`config.mk`:
```
export PLATFORM = sky130hd
export DESIGN_NAME = player_ctrl
export DESIGN_NICKNAME = d
export VERILOG_FILES = /design/src/rtl/player_ctrl_pkg.sv /design/src/rtl/player_rom.sv /design/src/rtl/player_ctrl.sv
export SDC_FILE = /design/constraint.sdc
export NUM_CORES = 1
export LEC_CHECK = 0
export CORE_MARGIN = 1
export CORE_UTILIZATION = 55
export CTS_CLUSTER_SIZE = 8
export DETAILED_ROUTE_END_ITERATION = 6
export PLACE_DENSITY = 0.78
export SYNTH_ARGS = -nofsm -noshare
export SYNTH_HDL_FRONTEND = slang
export SYNTH_SLANG_ARGS = --single-unit
```
`constraint.sdc`:
```
create_clock -name clk -period 10.7 [get_ports clk]
set_clock_uncertainty 0.1 [all_clocks]
set_input_delay 2.14 -clock clk [delete_from_list [all_inputs] [get_ports clk]]
set_output_delay 2.14 -clock clk [all_outputs]
set_load 0.01 [all_outputs]
```
`src/rtl/player_ctrl_pkg.sv`:
```
// Shared game constants: screen geometry, sprite size and the transparent colour key.
// Also holds the procedural sprite image that player_rom serves.
package player_ctrl_pkg;

    localparam int GAME_SCREEN_W = 640;
    localparam int GAME_SCREEN_H = 480;
    localparam int GAME_SPRITE   = 32;

    localparam int ROM_AW = 10;
    localparam int RGB_W  = 12;

    localparam logic [RGB_W-1:0] TRANSPARENT = 12'hF0F;

    // 32x32 ship image: a two-pixel transparent margin on the top and left edges,
    // opaque body coloured by row/column so every address reads back distinctly.
    function automatic logic [RGB_W-1:0] sprite_pixel(input logic [ROM_AW-1:0] addr);
        logic [4:0] row;
        logic [4:0] col;
        row = addr[9:5];
        col = addr[4:0];
        if (row < 5'd2 || col < 5'd2) begin
            return TRANSPARENT;
        end
        return {row[3:0], col[3:0], 4'hA};
    endfunction

endpackage

```
`src/rtl/player_rom.sv`:
```
// 1024x12 player sprite ROM with a registered read port (one clock of latency).
module player_rom
    import player_ctrl_pkg::*;
(
    input  logic              clk,
    input  logic [ROM_AW-1:0] addr,
    output logic [RGB_W-1:0]  data
);

    logic [RGB_W-1:0] data_d;
    logic [RGB_W-1:0] data_q;

    always_comb begin
        data_d = sprite_pixel(addr);
    end

    always_ff @(posedge clk) begin
        data_q <= data_d;
    end

    assign data = data_q;

endmodule

```
`src/rtl/player_ctrl.sv`:
```
// Player ship: per-frame keyboard movement with edge clamping, collision respawn with
// blinking invulnerability, and sprite pixel lookup for the VGA scan position.
module player_ctrl
    import player_ctrl_pkg::*;
#(
    parameter int SCREEN_W      = GAME_SCREEN_W,
    parameter int SCREEN_H      = GAME_SCREEN_H,
    parameter int SPRITE        = GAME_SPRITE,
    parameter int START_X       = 304,
    parameter int START_Y       = 400,
    parameter int SPEED         = 4,
    parameter int SLOW_SPEED    = 1,
    parameter int INVULN_FRAMES = 120
) (
    input  logic             clk,
    input  logic             reset,
    input  logic             game_en,
    input  logic             key_up,
    input  logic             key_down,
    input  logic             key_left,
    input  logic             key_right,
    input  logic             key_focus,
    input  logic             collision,
    input  logic [9:0]       x,
    input  logic [9:0]       y,
    output logic [9:0]       player_x,
    output logic [9:0]       player_y,
    output logic             player_on,
    output logic [RGB_W-1:0] player_rgb,
    output logic             invuln
);

    localparam int CNT_W = (INVULN_FRAMES > 0) ? $clog2(INVULN_FRAMES + 1) : 1;

    localparam logic [9:0]         SCREEN_H10 = 10'(SCREEN_H);
    localparam logic [9:0]         SPRITE10   = 10'(SPRITE);
    localparam logic [10:0]        SPRITE11   = 11'(SPRITE);
    localparam logic signed [10:0] MAX_X      = 11'(SCREEN_W - SPRITE);
    localparam logic signed [10:0] MAX_Y      = 11'(SCREEN_H - SPRITE);
    localparam logic signed [10:0] SPEED11    = 11'(SPEED);
    localparam logic signed [10:0] SLOW11     = 11'(SLOW_SPEED);

    logic [9:0]       pos_x_q, pos_x_d;
    logic [9:0]       pos_y_q, pos_y_d;
    logic [CNT_W-1:0] inv_cnt_q, inv_cnt_d;
    logic [3:0]       frame_cnt_q, frame_cnt_d;
    logic             at_bottom_q, at_bottom_d;
    logic             in_box_q, in_box_d;

    logic              frame_tick;
    logic              hit;
    logic              advance;
    logic signed [10:0] speed;
    logic signed [10:0] dx;
    logic signed [10:0] dy;
    logic [9:0]        row_off;
    logic [9:0]        col_off;
    logic [ROM_AW-1:0] rom_addr;
    logic [RGB_W-1:0]  rom_data;
    logic              blank;

    function automatic logic [9:0] clamp_add(input logic [9:0] pos,
                                             input logic signed [10:0] delta,
                                             input logic signed [10:0] max_pos);
        logic signed [10:0] sum;
        sum = $signed({1'b0, pos}) + delta;
        if (sum < 11'sd0) begin
            return 10'd0;
        end
        if (sum > max_pos) begin
            return max_pos[9:0];
        end
        return sum[9:0];
    endfunction

    always_comb begin
        frame_tick = (y == SCREEN_H10) && !at_bottom_q;
        advance    = game_en && frame_tick;
        hit        = game_en && collision && (inv_cnt_q == '0);
        speed      = key_focus ? SLOW11 : SPEED11;

        dx = '0;
        if (key_right && !key_left) begin
            dx = speed;
        end else if (key_left && !key_right) begin
            dx = -speed;
        end

        dy = '0;
        if (key_down && !key_up) begin
            dy = speed;
        end else if (key_up && !key_down) begin
            dy = -speed;
        end

        pos_x_d     = pos_x_q;
        pos_y_d     = pos_y_q;
        inv_cnt_d   = inv_cnt_q;
        frame_cnt_d = frame_cnt_q;
        at_bottom_d = (y == SCREEN_H10);

        // A hit on the same cycle as a frame tick respawns without moving.
        if (hit) begin
            pos_x_d   = 10'(START_X);
            pos_y_d   = 10'(START_Y);
            inv_cnt_d = CNT_W'(INVULN_FRAMES);
        end else if (advance) begin
            pos_x_d = clamp_add(pos_x_q, dx, MAX_X);
            pos_y_d = clamp_add(pos_y_q, dy, MAX_Y);
            if (inv_cnt_q != '0) begin
                inv_cnt_d = inv_cnt_q - CNT_W'(1);
            end
        end

        if (advance) begin
            frame_cnt_d = frame_cnt_q + 4'd1;
        end

        col_off  = x - pos_x_q;
        row_off  = y - pos_y_q;
        in_box_d = ({1'b0, x} >= {1'b0, pos_x_q}) && ({1'b0, x} < ({1'b0, pos_x_q} + SPRITE11)) &&
                   ({1'b0, y} >= {1'b0, pos_y_q}) && ({1'b0, y} < ({1'b0, pos_y_q} + SPRITE11));
        rom_addr = row_off * SPRITE10 + col_off;
    end

    // The y-edge tracker keeps following the scan through reset so no tick appears on release.
    always_ff @(posedge clk) begin
        at_bottom_q <= at_bottom_d;
        if (reset) begin
            pos_x_q     <= 10'(START_X);
            pos_y_q     <= 10'(START_Y);
            inv_cnt_q   <= '0;
            frame_cnt_q <= '0;
            in_box_q    <= 1'b0;
        end else begin
            pos_x_q     <= pos_x_d;
            pos_y_q     <= pos_y_d;
            inv_cnt_q   <= inv_cnt_d;
            frame_cnt_q <= frame_cnt_d;
            in_box_q    <= in_box_d;
        end
    end

    player_rom u_rom (
        .clk  (clk),
        .addr (rom_addr),
        .data (rom_data)
    );

    assign invuln     = (inv_cnt_q != '0);
    assign blank      = invuln && frame_cnt_q[3];
    assign player_on  = in_box_q && (rom_data != TRANSPARENT) && !blank;
    assign player_rgb = player_on ? rom_data : 12'h000;
    assign player_x   = pos_x_q;
    assign player_y   = pos_y_q;

endmodule

```
==> results of run 1 <==
[final cells by class]
class	instances	area, um2
flip-flops and latches	42	841
inverters	53	199
clock inverters	3	28.8
clock buffers	5	68.8
repair buffers	62	621
multi-input cells	410	3150
well taps	99	124
fillers	648	2340
[cell usage after synthesis, types with 5 or more instances]
cell,n,area [um2]
sky130_fd_sc_hd__a211oi_1,7,52.6
sky130_fd_sc_hd__a21boi_0,5,37.5
sky130_fd_sc_hd__a21o_1,11,82.6
sky130_fd_sc_hd__a21oi_1,35,175
sky130_fd_sc_hd__a22o_1,6,52.6
sky130_fd_sc_hd__and2_1,11,68.8
sky130_fd_sc_hd__dfxtp_1,42,841
sky130_fd_sc_hd__fa_1,12,240
sky130_fd_sc_hd__ha_1,62,776
sky130_fd_sc_hd__inv_1,52,195
sky130_fd_sc_hd__nand2_1,27,101
sky130_fd_sc_hd__nand2b_1,14,87.6
sky130_fd_sc_hd__nand3_1,8,40.0
sky130_fd_sc_hd__nand4_1,6,37.5
sky130_fd_sc_hd__nor2_1,40,150
sky130_fd_sc_hd__nor2b_1,7,43.8
sky130_fd_sc_hd__nor3_1,13,65.1
sky130_fd_sc_hd__o21a_1,8,60.1
sky130_fd_sc_hd__o21ai_0,27,135
sky130_fd_sc_hd__o21ai_1,5,25.0
sky130_fd_sc_hd__or3_1,5,31.3
sky130_fd_sc_hd__xnor2_1,23,201
sky130_fd_sc_hd__xor2_1,12,105
[critical path, cell delays in order]
cell                              delay, ns
sky130_fd_sc_hd__clkdlybuf4s50_1       0.45
sky130_fd_sc_hd__inv_1                 0.08
sky130_fd_sc_hd__ha_1                  0.16
sky130_fd_sc_hd__inv_1                 0.05
sky130_fd_sc_hd__fa_1                  0.39
sky130_fd_sc_hd__xnor2_1               0.17
sky130_fd_sc_hd__fa_1                  0.49
sky130_fd_sc_hd__inv_1                 0.04
sky130_fd_sc_hd__ha_1                  0.34
sky130_fd_sc_hd__o21a_1                0.14
sky130_fd_sc_hd__o21ai_0               0.15
sky130_fd_sc_hd__a21oi_1               0.07
sky130_fd_sc_hd__or3_1                 0.38
sky130_fd_sc_hd__a221oi_1              0.61
sky130_fd_sc_hd__a21boi_0              0.20
[state kept, by name (all words and copies together), names as in the netlist]
signal       cells
in_box_q         1
u_rom.data       9
at_bottom_q      1
player_y        10
frame_cnt_q      4
player_x        10
inv_cnt_q        7
[kinds of logic after synthesis]
kind of cell	Yosys count	synth area share, %
and+or+nand+nor	155	19.2
xor gates and xnor gates	35	7.22
muxes	3	0.766
DFF	42	19.8
adders and majority gates	74	23.9
buffers and inverters	63	5.95
AOI/OAI and AO/OA	143	23.1
[per-layer routing]
metal,vias up,part of all wire (%)
met5,-,0
met2,102,47
met4,0,1.1
met3,11,5.1
li1,1959,-
met1,1827,46
[power breakdown]
group	internal, mW	leakage (nW)	total (mW)	switching, mW
clock network	0.0489	0.0506	0.115	0.0662
registers	0.166	0.342	0.171	0.00483
logic	0.0530	1.75	0.119	0.0664
[how the worst max path moves through the flow]
| stage | start | endpoint | slack (ns) | cells after the start |
|---|---|---|---|---|
| global placement | y[0] | u_rom.data[5] | 4.76 | 13 |
| floorplan | y[0] | u_rom.data[5] | 5.41 | 14 |
| detailed placement | y[0] | u_rom.data[6] | 4.61 | 15 |
| CTS | y[0] | u_rom.data[6] | 4.91 | 15 |
| finish | y[0] | u_rom.data[6] | 4.90 | 15 |
| global route | y[0] | u_rom.data[6] | 4.57 | 15 |
[metrics by stage]
step                      instance area (um2)  setup WS, ns  std cells
after global routing                     5030          4.57        674
after CTS                                5030          4.91        674
after detailed placement                 4930          4.61        666
after floorplan                          4240          5.41        515
final                                    5030          4.90        674
after global placement                   4930          4.76        666
==> impl_metrics.ini, run 1 <==
[die]
floorplan.die.height_um = 89.8
ioPinCount = 63
effective_utilization_at_floorplan_pct = 57.6
die-area_um2 = 8070
core_region_area_um2 = 7370
fp.dieW_um = 89.8
num_rows = 31

[placed_design]
gp_congestion = 0.893
place.port_buffers = 62
place.detailed.hpwl_mm = 8.21

[critical_path]
worst-endpoint-arrival_ns = 5.86
worstPathMaxFanout = 6
setup_crit_start_kind = input port
crit_path_end_kind = flip-flop
reg2reg_slack_ns = 6.79
worstSetupPathType = input port to flip-flop
rr_endpoint = u_rom.data[6]
r2r-start = player_y[1]
critPathRequiredTime_ns = 10.76
worst-r2r-cell-count = 13

[yosys]
synthCells = 515
synth_area_per_cell_um2 = 8.24
synth_seq_cells = 42
synth-edff-count = 0
synthesis.area_um2 = 4240
syn_nets = 618
dominantRegCellSynth = sky130_fd_sc_hd__dfxtp_1
yosysUniqueCellTypes = 68
synth-warning-count = 0
synth-seq-area-share_pct = 19.8
share_of_flip_flops_with_an_asynchronous_set_or_reset_after_synthesis_pct = 0

[sta]
post_layout_minimum_cycle_time_ns = 5.80
finalSetupViolCount = 0
finalHoldViolations = 0
max_slew_violations = 0
timing_worst_slew_pin_value_ns = 0.860
max_slew_margin_vs_limit_pct = 42.5
sum_of_negative_setup_slack_ns = 0
hold_slack_ns = 0.389
rsz0062_at_grt = false
final.period_utilization_pct = 54.2
achievable-frequency_mhz = 173

[min_path]
hold_worst_path_end = frame_cnt_q[1]
worst_hold_startpoint = frame_cnt_q[1]
worstHoldPathCells = 2
worstHoldPathType = flip-flop to flip-flop

[finish]
n_antenna_cell = 0
fraction_of_layout_instances_using_a_drive_strength_above_1_pct = 3.48
layout.cells.most_common_list = sky130_fd_sc_hd__ha_1, sky130_fd_sc_hd__clkdlybuf4s50_1, sky130_fd_sc_hd__inv_1
finalCoreUtilization_pct = 68.3
finish.net_count = 677
layout-area-overhead-vs-synth_pct = 18.6

[pwr]
peakVddDrop_v = 0.0000613
power_per_cell_area_nw_per_um2 = 80.6
p_leak_nw = 2.14
design_power_total_uw = 406

[grt]
met3_usage_pct = 3.38
busiest_layer = met2
globalRouteTotalUtil_pct = 25.6
grt_use_met2_pct = 44.4
first_global_vias = 3747
grt-ovfl-total = 0
groute.layer.met1.usage_pct = 33.5
maximum_number_of_pins_on_one_net_before_global_route_repair = 19
antenna_violations_before_repair = 0
grt_first_pass_wirelength_mm = 17.2

[clocking]
worstSkewPairLatency_ns = 0.31
htree_levels = 2
clock_buffers_created_by_tritoncts = 5
ctsRootBufferMaster = sky130_fd_sc_hd__clkbuf_8
cts-root-to-sink-buffers = 2
post_cts_resized = 0
clock_tree_from_tritoncts = done
path_clk_slew_ns = 0.10
post_cts_buffers = 0
cts_hold_repair.buffers = 0
clkSinkCount = 42

[detailed_routing]
detailroute.via_count = 3899
detailed_route_drc_error_count = 0
routed_wl_mm = 9.98
drt-initial-drc-count = 201
detail_route.vias_per_cell = 5.78
routedWlPerCell_um = 14.8
postRouteAntennaNets = 0
dr.pass1.iters = 4

[outcome]
run_status = finished clean

[run]
timing.max_cap.violations = 0
Note: power is estimated with default switching activity, not from simulation.
==> inputs of run 2 (changes only) <==
--- a/config.mk
+++ b/config.mk
@@ -6,10 +6,10 @@
 export NUM_CORES = 1
 export LEC_CHECK = 0
 export CORE_MARGIN = 1
-export CORE_UTILIZATION = 55
+export CORE_UTILIZATION = 50
 export CTS_CLUSTER_SIZE = 8
 export DETAILED_ROUTE_END_ITERATION = 6
-export PLACE_DENSITY = 0.78
+export PLACE_DENSITY = 0.74
 export SYNTH_ARGS = -nofsm -noshare
 export SYNTH_HDL_FRONTEND = slang
 export SYNTH_SLANG_ARGS = --single-unit
==> constraint.sdc (replaced) <==
create_clock -name clk -period 5.3 [get_ports clk]
set_clock_uncertainty 0.1 [all_clocks]
set_input_delay 1.06 -clock clk [delete_from_list [all_inputs] [get_ports clk]]
set_output_delay 1.06 -clock clk [all_outputs]
set_load 0.01 [all_outputs]
==> run 2 against run 1 <==
Sequential share of layout area down 0.21 points; highest routed layer unchanged; largest cell class unchanged; die area up 9.8%; sequential power increased by 100%; power rose by 120%; utilization down 6.3 points; combinational power increased by 100%; critical path type unchanged.
==> impl_metrics.ini, run 2 (same netlist as run 1, synthesis figures left out) <==
[run]
timing.max_cap.violations = 0

[clocking]
clock_tree_from_tritoncts = done
worstSkewPairLatency_ns = 0.31
post_cts_resized = 0
cts_hold_repair.buffers = 0
post_cts_buffers = 0
htree_levels = 2
clock_buffers_created_by_tritoncts = 5
cts-root-to-sink-buffers = 2
ctsRootBufferMaster = sky130_fd_sc_hd__clkbuf_8
path_clk_slew_ns = 0.09
clkSinkCount = 42

[detailed_routing]
detailed_route_drc_error_count = 0
drt-initial-drc-count = 158
routedWlPerCell_um = 14.4
detailroute.via_count = 3911
postRouteAntennaNets = 0
detail_route.vias_per_cell = 5.73
routed_wl_mm = 9.82
dr.pass1.iters = 4

[critical_path]
worstPathCellList = clkdlybuf4s50_1, inv_1, ha_1, inv_1, fa_1, xnor2_1, fa_1, inv_1, ha_1, o21a_1, o21ai_0, a21oi_1, or3_1, a221oi_1, a21boi_0
cp_slowest_stage_delay_ns = 0.63
path_common_cell = sky130_fd_sc_hd__inv_1
critical_path.n_buffers_inverters = 4
reg2reg_slack_ns = 1.40
critPathRequiredTime_ns = 5.37
worstPathMaxFanout = 6
r2r-start = player_y[0]
rr_endpoint = u_rom.data[5]
worstSetupPathType = input port to flip-flop
worst-endpoint-arrival_ns = 4.79
slowest_stage = sky130_fd_sc_hd__a221oi_1
cpLargestDelayFamily = adder cells
worst-r2r-cell-count = 13
setup_crit_start_kind = input port
crit_path_end_kind = flip-flop

[die]
ioPinCount = 63
fp.dieW_um = 94.1
die-area_um2 = 8860
core_region_area_um2 = 8220
effective_utilization_at_floorplan_pct = 51.7
num_rows = 33
floorplan.die.height_um = 94.1

[grt]
grt-ovfl-total = 0
antenna_violations_before_repair = 0
grt_first_pass_wirelength_mm = 16.5
maximum_number_of_pins_on_one_net_before_global_route_repair = 19
globalRouteTotalUtil_pct = 23.6
first_global_vias = 3558

[sta]
final.period_utilization_pct = 89.2
sum_of_negative_setup_slack_ns = 0
finalSetupViolCount = 0
timing_worst_slew_pin_value_ns = 0.856
rsz0062_at_grt = false
post_layout_minimum_cycle_time_ns = 4.73
finalWorstSetupSlack_ns = 0.574
finalHoldViolations = 0
max_slew_margin_vs_limit_pct = 42.5
achievable-frequency_mhz = 212
max_slew_violations = 0

[pwr]
power_per_cell_area_nw_per_um2 = 176
p_leak_nw = 2.17
peakVddDrop_v = 0.0000944

[finish]
finalCoreUtilization_pct = 62.0
layout.filler_cells = 740
final_area_um2 = 5090
n_antenna_cell = 0
fraction_of_layout_instances_using_a_drive_strength_above_1_pct = 3.81
layout-area-overhead-vs-synth_pct = 20.0
layout.cells.most_common_list = sky130_fd_sc_hd__ha_1, sky130_fd_sc_hd__clkdlybuf4s50_1, sky130_fd_sc_hd__inv_1
finish.net_count = 679

[placed_design]
gp_congestion = 0.905
dpl-instance-area_um2 = 4960
pre_cts_ws_ns = 0.287
place.detailed.hpwl_mm = 8.18
place.port_buffers = 62

[min_path]
worst_hold_startpoint = frame_cnt_q[1]
worstHoldPathType = flip-flop to flip-flop
hold_worst_path_end = frame_cnt_q[1]
worstHoldPathCells = 2

[outcome]
run_status = finished clean
-- run 2: cell types whose count changed in the layout (fill, tap and decap cells not counted), sizes merged --
cell and delta:
buf +2, bufinv +2, inv -2
-- run 2: worst reg2reg max path, delay by kind of cell (launching register included) --
family	cells	cell delay, ns
compound gates	5	1.17
xor+xnor	1	0.16
fa+ha+maj	4	1.42
buf+inv	2	0.11
flops	1	0.42
simple gates	1	0.38
-- run 2: report_power, final --
group	internal (mW)	total (mW)	switching (mW)
sequential	0.336	0.345	0.00929
clock	0.189	0.309	0.120
combinational	0.108	0.241	0.133
total	0.632	0.895	0.262
-- run 2: area by class of cell --
cell class              instances  area [um2]  share of cell area (%)
well taps                     105         131                    2.58
repair buffers                 64         636                    12.5
flip-flops and latches         42         841                    16.5
clock inverters                 3        68.8                    1.35
clock buffers                   5        68.8                    1.35
multi-input cells             410        3150                    61.8
inverters                      53         199                    3.90
-- run 2: stage by stage --
stage               power [mW]  std cells  hold WS, ns
finish                   0.895        682        0.382
global route             0.946        682        0.422
CTS                      0.899        682        0.387
detailed placement       0.591        674        0.374
global placement         0.585        674        0.367
floorplan                0.515        515        0.354
-- run 2: how the worst max path moves through the flow --
stage	start	end	slack, ns	cells past startpoint
after floorplan	y[0]	u_rom.data[5]	1.09	14
after global placement	y[0]	u_rom.data[5]	0.44	13
after detailed placement	y[0]	u_rom.data[5]	0.29	15
after CTS	y[0]	u_rom.data[5]	0.59	15
after global routing	y[0]	u_rom.data[5]	0.22	15
final	y[0]	u_rom.data[5]	0.57	15
-- run 2: metal layers --
| layer | GRT usage (%) | vias to the layer above | routed length (um) |
|---|---|---|---|
| li1 | - | 1970 | - |
| met1 | 32.6 | 1830 | 4630 |
| met2 | 38.8 | 99 | 4480 |
| met3 | 2.75 | 12 | 584 |
| met4 | 6.03 | 0 | 125 |
| met5 | 0 | - | 0 |
==> inputs of run 3 (changes only) <==
--- a/config.mk
+++ b/config.mk
@@ -5,11 +5,12 @@
 export SDC_FILE = /design/constraint.sdc
 export NUM_CORES = 1
 export LEC_CHECK = 0
+export ABC_AREA = 1
 export CORE_MARGIN = 1
-export CORE_UTILIZATION = 50
+export CORE_UTILIZATION = 51
 export CTS_CLUSTER_SIZE = 8
 export DETAILED_ROUTE_END_ITERATION = 6
-export PLACE_DENSITY = 0.74
+export PLACE_DENSITY = 0.75
 export SYNTH_ARGS = -nofsm -noshare
 export SYNTH_HDL_FRONTEND = slang
 export SYNTH_SLANG_ARGS = --single-unit
==> run 3 against run 2 <==
The run now ends with DRC left; register-to-register slack improved by 0.53 ns; power decreased by 1.6%; cell count increased by 31%; clock-buffer cell count unchanged; worst hold slack got worse by 0.0088 ns; final area increased by 8.7%; worst setup slack improved by 0.61 ns; first-iteration DRC count increased by 15%; critical endpoint unchanged.
==> impl_metrics.ini, run 3 <==
[detailed_routing]
routedWlPerCell_um = 12.5
dr.pass1.iters = 7
drt-met1-wl_mm = 5.31
routed-wl-met2_mm = 5.38
met3_length_um = 388
highest-signal-layer = met4
detailroute.via_count = 4676
detailed_route_drc_error_count = 5
drt-initial-drc-count = 181
postRouteAntennaNets = 0
detail_route.vias_per_cell = 5.22
routed_wl_mm = 11.2

[die]
effective_utilization_at_floorplan_pct = 53.3
ioPinCount = 63
core_region_area_um2 = 8810
fp.dieW_um = 98.0
die-area_um2 = 9600
num_rows = 34
floorplan.die.height_um = 98.0

[grt]
grt_first_pass_wirelength_mm = 19.4
globalRouteTotalUtil_pct = 24.2
maximum_number_of_pins_on_one_net_before_global_route_repair = 24
grt-ovfl-total = 0
antenna_violations_before_repair = 0
first_global_vias = 4540

[pwr]
power_per_cell_area_nw_per_um2 = 159
design_power_total_uw = 880
p_leak_nw = 2.77
peakVddDrop_v = 0.000104

[yosys]
synthesis.area_um2 = 4700
share_of_flip_flops_with_an_asynchronous_set_or_reset_after_synthesis_pct = 0
dominantRegCellSynth = sky130_fd_sc_hd__dfxtp_1
synth-seq-area-share_pct = 17.9
netlist_top_cells_count = sky130_fd_sc_hd__nand2_1, sky130_fd_sc_hd__inv_1, sky130_fd_sc_hd__ha_1, sky130_fd_sc_hd__nor2_1, sky130_fd_sc_hd__nand3_1
yosys.area.top_type_share_pct = 17.9
yosysUniqueCellTypes = 41
yosys-top-cells-area = sky130_fd_sc_hd__dfxtp_1, sky130_fd_sc_hd__ha_1, sky130_fd_sc_hd__nand2_1, sky130_fd_sc_hd__inv_1, sky130_fd_sc_hd__fa_1
most_area_hungry_cell_type_in_the_yosys_netlist = sky130_fd_sc_hd__dfxtp_1
synth-warning-count = 0
synth_area_per_cell_um2 = 6.51
syn_nets = 824
synthMostInstantiatedCell = sky130_fd_sc_hd__nand2_1
synth_seq_cells = 42
synth-edff-count = 0
synthCells = 721

[clocking]
clock_buffers_created_by_tritoncts = 5
clock_tree_from_tritoncts = done
clkSinkCount = 42
post_cts_resized = 0
htree_levels = 2
cts-root-to-sink-buffers = 2
worstSkewPairLatency_ns = 0.30
post_cts_buffers = 0
ctsRootBufferMaster = sky130_fd_sc_hd__clkbuf_8
cts_hold_repair.buffers = 0
path_clk_slew_ns = 0.09

[critical_path]
worstPathMaxFanout = 5
cp_slowest_stage_delay_ns = 0.48
critPathRequiredTime_ns = 5.40
crit_path_end_kind = flip-flop
worst-r2r-cell-count = 15
critical_path.n_buffers_inverters = 4
slowest_stage = sky130_fd_sc_hd__fa_1
worstSetupPathDepth = 17
worst-endpoint-arrival_ns = 4.21
path_common_cell = sky130_fd_sc_hd__inv_1
worstPathCellList = clkdlybuf4s50_1, inv_1, ha_1, inv_1, fa_1, xnor2_1, fa_1, inv_1, ha_1, a21o_1, a31oi_1, nand2_1, xor2_1, nor2_1, nand2_2, nand2_4, nor2_2
cpLargestDelayFamily = adder cells
rr_endpoint = u_rom.data[5]
setup_crit_start_kind = input port
r2r-start = player_y[0]
worstSetupPathType = input port to flip-flop
reg2reg_slack_ns = 1.93

[sta]
timing_worst_slew_pin_value_ns = 0.468
post_layout_minimum_cycle_time_ns = 4.11
sum_of_negative_setup_slack_ns = 0
hold_slack_ns = 0.374
final.period_utilization_pct = 77.6
max_slew_margin_vs_limit_pct = 68.7
finalHoldViolations = 0
max_slew_violations = 0
achievable-frequency_mhz = 243
rsz0062_at_grt = false
finalSetupViolCount = 0

[finish]
n_antenna_cell = 0
stdcell_count = 895
finalCoreUtilization_pct = 62.9
mostFrequentLayoutCell = sky130_fd_sc_hd__nand2_1
finish.net_count = 889
layout.cells.most_common_list = sky130_fd_sc_hd__nand2_1, sky130_fd_sc_hd__inv_1, sky130_fd_sc_hd__nor2_1, sky130_fd_sc_hd__ha_1, sky130_fd_sc_hd__clkdlybuf4s50_1
layout.filler_cells = 824
layout-area-overhead-vs-synth_pct = 17.9
fraction_of_layout_instances_using_a_drive_strength_above_1_pct = 5.97

[outcome]
run_status = complete, but fails checks
failed_checks = DRC

[min_path]
worstHoldPathType = flip-flop to flip-flop
worstHoldPathCells = 2
hold_worst_path_end = frame_cnt_q[2]
worst_hold_startpoint = frame_cnt_q[2]

[placed_design]
place.port_buffers = 62
place.detailed.hpwl_mm = 9.44
gp_congestion = 0.918
cell_total_after_placement = 887

[run]
timing.max_cap.violations = 0
-- run 3: cell types whose count changed after synthesis, moves of 9 or more --
cell | before | now
sky130_fd_sc_hd__nand2_1 | 27 | 176
sky130_fd_sc_hd__inv_1 | 52 | 133
sky130_fd_sc_hd__nor2_1 | 40 | 62
sky130_fd_sc_hd__nand3_1 | 8 | 46
sky130_fd_sc_hd__nor2_2 | 1 | 10
sky130_fd_sc_hd__a21o_1 | 11 | 2
sky130_fd_sc_hd__nand4_1 | 6 | 22
sky130_fd_sc_hd__xnor2_1 | 23 | 10
sky130_fd_sc_hd__and2_1 | 11 | 1
sky130_fd_sc_hd__nand2b_1 | 14 | 0
-- run 3: layout make-up --
type	instances	area (um2)	area share, %
multi-input combinational	536	3300	59.6
sequential	42	841	15.2
timing repair buffer	64	636	11.5
inverter	137	514	9.29
tap	108	135	2.44
clock buffer	5	68.8	1.24
clock inverter	3	45.0	0.813
-- run 3: report_power, final --
part	internal (mW)	switching, mW
Combinational	0.112	0.163
Sequential	0.337	0.00935
Clock	0.140	0.118
Total	0.590	0.291
-- run 3: layer usage --
layer,vias to the layer above,GRT usage (%)
met4,0,4.66
met2,66,44.3
li1,2452,-
met3,9,3.01
met1,2149,30.3
met5,-,0
-- run 3: through the flow --
| step | worst slack [ns] | instance area (um2) |
|---|---|---|
| final | 1.19 | 5540 |
| after global routing | 1.06 | 5540 |
| after CTS | 1.19 | 5540 |
| after detailed placement | 0.900 | 5420 |
| after global placement | 0.980 | 5420 |
| after floorplan | 1.54 | 4700 |
-- run 3: tightest hold or removal path, delay by kind of cell, from the launching register on --
kind	cells	cell delay (ns)
flip-flops	1	0.32
AO/OA/AOI/OAI	1	0.05
buffers and inverters	1	0.06
-- run 3: cell families (layout without fill, tap and decap cells) --
family	after synthesis	after routing	share of synthesized area, %
AO/OA/AOI/OAI	89	89	11.2
adder cells (fa/ha/maj)	74	74	21.6
XOR/XNOR	19	19	3.54
flip-flops	42	42	17.9
AND/OR/NAND/NOR	354	354	33.8
buffers and inverters	143	209	11.9
-- run 3: how the worst max path moves through the flow --
stage	to	from
floorplan	u_rom.data[5]	y[0]
CTS	u_rom.data[5]	y[0]
detailed placement	u_rom.data[5]	y[0]
finish	u_rom.data[5]	y[0]
global route	u_rom.data[5]	y[0]
global placement	u_rom.data[4]	y[0]
